## src/rtl/rv32i_io_param.sv

```systemverilog
// rv32i_io_param: memory-mapped IO space with debounced keys, sticky key edges, a match timer and a registered irq.
module rv32i_io_param #(
    parameter int          NUM_KEYS        = 2,
    parameter int          NUM_LEDS        = 10,
    parameter int          DEBOUNCE_CYCLES = 50000,
    parameter logic [31:0] IO_BASE         = 32'hFFFF_FF00
) (
    input  logic                clk,
    input  logic                reset,
    input  logic [NUM_KEYS-1:0] key,
    input  logic                io_we,
    input  logic [3:0]          io_be,
    input  logic [29:0]         io_addr,
    input  logic [31:0]         io_wdata,
    output logic [31:0]         io_rdata,
    output logic [NUM_LEDS-1:0] led,
    output logic                irq
);
    localparam int CW = $clog2(DEBOUNCE_CYCLES + 1);

    logic                sel, wr_en;
    logic [5:0]          off;
    logic [31:0]         wmask, wbits, rd_nxt, t_count, t_cmp;
    logic [NUM_KEYS-1:0] sync1, sync2, raw, key_state, state_nxt, key_edge, key_ie, edge_clr;
    logic [CW-1:0]       cnt [NUM_KEYS];
    logic [CW-1:0]       cnt_nxt [NUM_KEYS];
    logic                t_match, t_en, t_ie, match_clr;

    assign sel       = io_addr[29:6] == IO_BASE[31:8];
    assign off       = io_addr[5:0];
    assign wr_en     = io_we && sel;
    assign wmask     = {{8{io_be[3]}}, {8{io_be[2]}}, {8{io_be[1]}}, {8{io_be[0]}}};
    assign wbits     = io_wdata & wmask;
    assign raw       = ~sync2;
    assign edge_clr  = (wr_en && off == 6'd2) ? wbits[NUM_KEYS-1:0] : '0;
    assign match_clr = wr_en && off == 6'd5 && wbits[0];

    // A key must disagree with its accepted state for DEBOUNCE_CYCLES straight cycles to flip it.
    always_comb begin
        state_nxt = key_state;
        for (int i = 0; i < NUM_KEYS; i++) begin
            cnt_nxt[i]   = (raw[i] != key_state[i] && cnt[i] != CW'(DEBOUNCE_CYCLES - 1)) ? cnt[i] + CW'(1) : '0;
            state_nxt[i] = (raw[i] != key_state[i] && cnt[i] == CW'(DEBOUNCE_CYCLES - 1)) ? raw[i] : key_state[i];
        end
    end

    always_comb begin
        rd_nxt = '0;
        if (sel)
            case (off)
                6'd0:    rd_nxt = 32'(led);
                6'd1:    rd_nxt = 32'(key_state);
                6'd2:    rd_nxt = 32'(key_edge);
                6'd3:    rd_nxt = t_count;
                6'd4:    rd_nxt = t_cmp;
                6'd5:    rd_nxt = {29'b0, t_ie, t_en, t_match};
                6'd6:    rd_nxt = 32'(key_ie);
                default: rd_nxt = '0;
            endcase
    end

    always_ff @(posedge clk or negedge reset) begin
        if (!reset) begin
            sync1     <= '1;
            sync2     <= '1;
            key_state <= '0;
            key_edge  <= '0;
            key_ie    <= '0;
            for (int i = 0; i < NUM_KEYS; i++) cnt[i] <= '0;
            led       <= '0;
            t_count   <= '0;
            t_cmp     <= '0;
            t_match   <= 1'b0;
            t_en      <= 1'b0;
            t_ie      <= 1'b0;
            irq       <= 1'b0;
            io_rdata  <= '0;
        end else begin
            sync1     <= key;
            sync2     <= sync1;
            key_state <= state_nxt;
            for (int i = 0; i < NUM_KEYS; i++) cnt[i] <= cnt_nxt[i];
            key_edge  <= (key_edge & ~edge_clr) | (state_nxt & ~key_state);
            if (wr_en && off == 6'd0) led <= (led & ~wmask[NUM_LEDS-1:0]) | wbits[NUM_LEDS-1:0];
            if (wr_en && off == 6'd6) key_ie <= (key_ie & ~wmask[NUM_KEYS-1:0]) | wbits[NUM_KEYS-1:0];
            if (wr_en && off == 6'd4) t_cmp <= (t_cmp & ~wmask) | wbits;
            t_count   <= (wr_en && off == 6'd3) ? (t_count & ~wmask) | wbits : t_count + 32'(t_en);
            t_match   <= (t_en && t_count == t_cmp) | (t_match & ~match_clr);
            if (wr_en && off == 6'd5 && io_be[0]) begin
                t_en <= io_wdata[1];
                t_ie <= io_wdata[2];
            end
            irq       <= |(key_edge & key_ie) | (t_match & t_ie);
            io_rdata  <= rd_nxt;
        end
    end
endmodule

```

## config.mk

```make
export PLATFORM = sky130hd
export DESIGN_NAME = rv32i_io_param
export DESIGN_NICKNAME = d
export VERILOG_FILES = /design/src/rtl/rv32i_io_param.sv
export SDC_FILE = /design/constraint.sdc
export NUM_CORES = 1
export LEC_CHECK = 0
export ABC_AREA = 1
export ABC_CLOCK_PERIOD_IN_PS = 1800
export CELL_PAD_IN_SITES_DETAIL_PLACEMENT = 1
export CELL_PAD_IN_SITES_GLOBAL_PLACEMENT = 1
export CORE_AREA = 10 10 198 200
export DETAILED_ROUTE_END_ITERATION = 10
export DIE_AREA = 0 0 208 210
export PLACE_DENSITY = 0.54
export SYNTH_ARGS = -nofsm -noshare
export SYNTH_HDL_FRONTEND = slang
export SYNTH_SLANG_ARGS = --single-unit
```

## constraint.sdc

```tcl
create_clock -name clk -period 1.8 [get_ports clk]
set_input_delay 0.36 -clock clk [delete_from_list [all_inputs] [get_ports clk]]
set_output_delay 0.36 -clock clk [all_outputs]
set_load 0.02 [all_outputs]
```

Yosys cells after proc, flatten, opt, wreduce, memory -nomap -nowiden --
Index checks and enable logic that the tools add are counted.
Word-level totals: input bits 71, bits in registers 152, output and inout bits 43, logic and storage cells 80
Operators by class: mux-type cells 8, add/subtract/negate cells 3, bitwise gates (word level) 24, reductions and logical operators 16, equality and inequality tests 14
Operators by type and width (number):
- 32-bit case mux with 7 select lines | 1
- 32-bit bitwise AND | 3
- 32-bit 2-to-1 mux | 2
- 32-bit bitwise OR | 2
- 16-bit by 1-bit adder with 16-bit output, second input constant | 2
- 32-bit by 1-bit adder with 32-bit output | 1
- 16-bit == test, second input constant | 2
- 32-bit == test | 1
- 16-bit 2-to-1 mux | 2
- 16-bit != test, second input constant | 2
- 32-bit inverter | 1
- 24-bit == test, second input constant | 1
- 6-bit by 3-bit == test with 1-bit output, second input constant | 3
- 1-bit logical AND | 14
- 6-bit by 2-bit == test with 1-bit output, second input constant | 2
- 10-bit bitwise AND | 1
- 10-bit inverter | 1
- 10-bit bitwise OR | 1
- 2-bit bitwise AND | 4
- 2-bit inverter | 4
- 6-bit by 1-bit == test with 1-bit output, second input constant | 1
- 6-bit zero test | 1
- 2-bit bitwise OR | 2
- 1-bit bitwise AND | 2
- other kinds (6) | 9

Logic depth before layout (Yosys ltp) --
word-level depth 7, gate-level depth with buffers 12, mapped depth without buffers 12

Worst setup path before layout --
Ideal clock, no wire load.
kind reg2reg, from register (tool-made name), to register (tool-made name), arrival 1.501 ns, stages on the path, launching flop included 12, slack 0.181 ns, period minus slack after synthesis 1.619 ns, cells stage by stage dfrtp_1 > ha_1 > ha_1 > nand3_1 > nor2_2 > inv_1 > nor2_2 > nand2_1 > nand2_1 > nand3_1 > nand2_1 > nand2_1

Worst setup path in the final report --
from register io_rdata[30], to output port io_rdata[30]
RTL lines:
- start, declared | line 15 | output logic [31:0] io_rdata,
- start signal, assigned | line 94 | io_rdata <= rd_nxt;
No word-level cell between the ends.

==> qor.yml <==
drv_cap: 0
initial_core_util_pct: 24.7
cp.required_ns: 1.44
critical_path.max_stage_delay_ns: 0.63
drive_above_1_share_pct: 12.7
overall_die_width_microns: 208
crit-reg2reg-launch: "t_en$_DFFE_PN0P_"
synth_fp_nets: 1300
drc: 0
multi_input_comb_area_sq_mm: 0.00435
number_of_antenna_violations_at_the_first_check_in_global_routing: 0
fp-row-count: 69
grt_setup_unrepaired: "yes"
timing.final.hold_violations: 0
layout_common_cells: "483 x sky130_fd_sc_hd__nand2_1, 148 x sky130_fd_sc_hd__nor2_1, 147 x sky130_fd_sc_hd__dfrtp_1, 105 x sky130_fd_sc_hd__inv_1, 81 x sky130_fd_sc_hd__nand3_1"
setup-tns-final_ns: 0
final.setup_skew_ns: 0.0107
share_seq_of_total_power_pct: 46.7
placed_cell_area_sq_mm: 0.0109
firstDrtPassIters: 4
total_switching_power_mw: 1.85
vias_per_cell: 4.42
drt_iter0_markers: 363
dp.final_hpwl_mm: 24.6
total_of_endpoints_with_negative_setup_slack_in_the_final_report: 0
hold_path_startpoint: "key[0]"
worst-slew-pin-transition_ns: 0.418
report.final.slew_viol_count: 0
floorplan.die.height_microns: 210
tritoncts: "built"
end_kind: "output port"
postSynthRegisterBits: 152
io_buffers: 113
clock_latency_ns: 0.45
grt.overflow.total: 0
sequential_cell_area_fraction_in_the_yosys_report_pct: 43.8
internal_power_mw: 5.53
finalWirelength_mm: 31.7
grt-busiest-layer: "met2"
critical_path.top_delay_family: "buffers and inverters"
fillers: 4329
pd_cells_mw_per_mm2: 632
met1_track_utilization_from_global_routing_pct: 18.5
power.ir.vdd_worst_uv: 694
worst_slew_margin_rel_pct: 71.9
setup.worst_path.start_class: "flip-flop"
p_comb_share_pct: 6.4
cts_buffers: 17
met3_usage_pct: 2.57
synth.avg_cell_area_sq_um: 7.10
route.vias.total: 8287
static-leakage-power_nw: 5.64
critical_path.slowest_cell: "sky130_fd_sc_hd__clkdlybuf4s50_1"
finish.net_count: 1477
status: "completed"
clk_path_buf_depth: 2
final_cells: 1874
use_met2_pct: 25.6
clkTransAtPathRegs_ns: 0.06
hold_path_class: "primary input to flip-flop"
finalWorstPathRequiredPeriod_ns: 1.75
cts_root_buf: "sky130_fd_sc_hd__clkbuf_16"
grt_pass1_vias: 9259
critical_path.n_buffers_inverters: 1
setup_slack_ns: 0.0498
critical_path.cell_chain: "clkdlybuf4s50_1"
io_pins: 114
mappedNetlistArea_sq_mm: 0.00869
fp.dieArea_sq_mm: 0.0437
detailedPlace.worstSlack_ns: -0.504
path_class: "flip-flop to output port"
cts.htree.levels: 4
core_area_sq_mm: 0.0352
ys_dominant_reg_cell: "sky130_fd_sc_hd__dfrtp_1"
crit_start: "io_rdata[30]$_DFF_PN0_"
ys_async_sr_fraction_pct: 100
layout_commonest_cell: "sky130_fd_sc_hd__nand2_1"
number_of_sinks_handled_by_clock_tree_synthesis: 152
cp_max_fo: 1
antenna_cells_inserted: 0
fin_total_pwr_mw: 7.38
detail_route.wl_per_cell_microns: 16.9
post-route-cell-area_sq_mm: 0.0117
timing.fmax_mhz: 571
worst_ep_arrival_time_ns: 1.39
final.hold.worst_slack_ns: 0.322
postSynthCellCount: 1225
ant_nets: 0
synthDistinctLibCells: 39
syn2layout_area_growth_pct: 34.3
final_core_util_pct: 33.1
area.sequential_sq_mm: 0.00381
routabilityCongestion: 0.840
grt_usage_pct: 14.7
final_min_period_over_clock_period_pct: 97.2
maximum_number_of_pins_on_one_net_before_global_route_repair: 42
synth_enable_flop_cells: 0
ys.warnings.count: 0
power.share.clock_pct: 47.0
place_inst: 1836
proportion_of_total_power_due_to_net_switching_pct: 25.0
grt_pass1_wl_mm: 51.6
power groups by stage:
| stage | logic, mW | registers (mW) | clock network, mW |
|---|---|---|---|
| 6_report | 0.470 | 3.44 | 3.47 |
| 5_1_grt | 0.525 | 3.44 | 3.70 |
| 4_1_cts | 0.482 | 3.44 | 3.58 |
| 3_5_place_dp | 0.479 | 3.51 | 0 |
| 3_3_place_gp | 0.476 | 3.51 | 0 |
| 2_1_floorplan | 0.121 | 3.51 | 0 |
logic make-up (layout without fill, tap and decap cells):
family                     after synthesis  after routing  share of synthesized area, %
xor gates and xnor gates                35             35                          3.53
buffers and inverters                  154            342                          7.33
DFF                                    152            152                          43.8
AOI/OAI and AO/OA                       65             65                          4.63
and+or+nand+nor                        815            815                          40.1
adders and majority gates                4              4                         0.576
synthesized netlist by cell type (all sizes together) (13+ instances only):
master  count  share of area, %
buf        23               1.6
nand4      19               1.9
clkbuf     19              0.94
o21ai      21               1.2
xor2       13               1.3
nor3       23               1.3
dfrtp     148                43
inv       111               4.8
nand3      87               5.3
a22oi      24               2.1
xnor2      22               2.2
nand2     493                21
nor2      172               8.6
path summary, 6_finish.rpt:
path / to / slack, ns / cells after the start
setup / recovery: io_rdata[30] / 0.05 / 1
hold / removal: sync1[0]$_DFF_PN1_ / 0.32 / 1
setup reg to reg: flip-flop / 0.13 / 12
hold reg to reg: sync2[0]$_DFF_PN1_ / 0.36 / 0
max in group asynchronous: io_rdata[20]$_DFF_PN0_ / 0.87 / 3
min in group asynchronous: cnt[25]$_DFF_PN0_ / 0.36 / 2
metal layers:
layer | share of wire (%) | wire [microns]
met5 | 0 | 0
met4 | 0.99 | 314
met3 | 2.5 | 791
met2 | 49 | 15600
met1 | 47 | 14900
what timing repair did:
action | CTS | global route
hold buffers | 1 | 0
gates resized for setup | 27 | 43
endpoints found under the hold margin | 20 | 0
buffers inserted | 3 | 4
pin swaps | 3 | 13
setup endpoints to repair | 32 | 78
layout make-up:
| class | count | share of cell area [%] |
|---|---|---|
| clock inverters | 12 | 0.911 |
| multi-input cells | 919 | 37.3 |
| inverters | 112 | 3.60 |
| repair buffers | 200 | 16.9 |
| clock buffers | 18 | 3.68 |
| well taps | 461 | 4.94 |
| flip-flops and latches | 152 | 32.6 |
No activity file was read; power rests on OpenSTA's default activity.
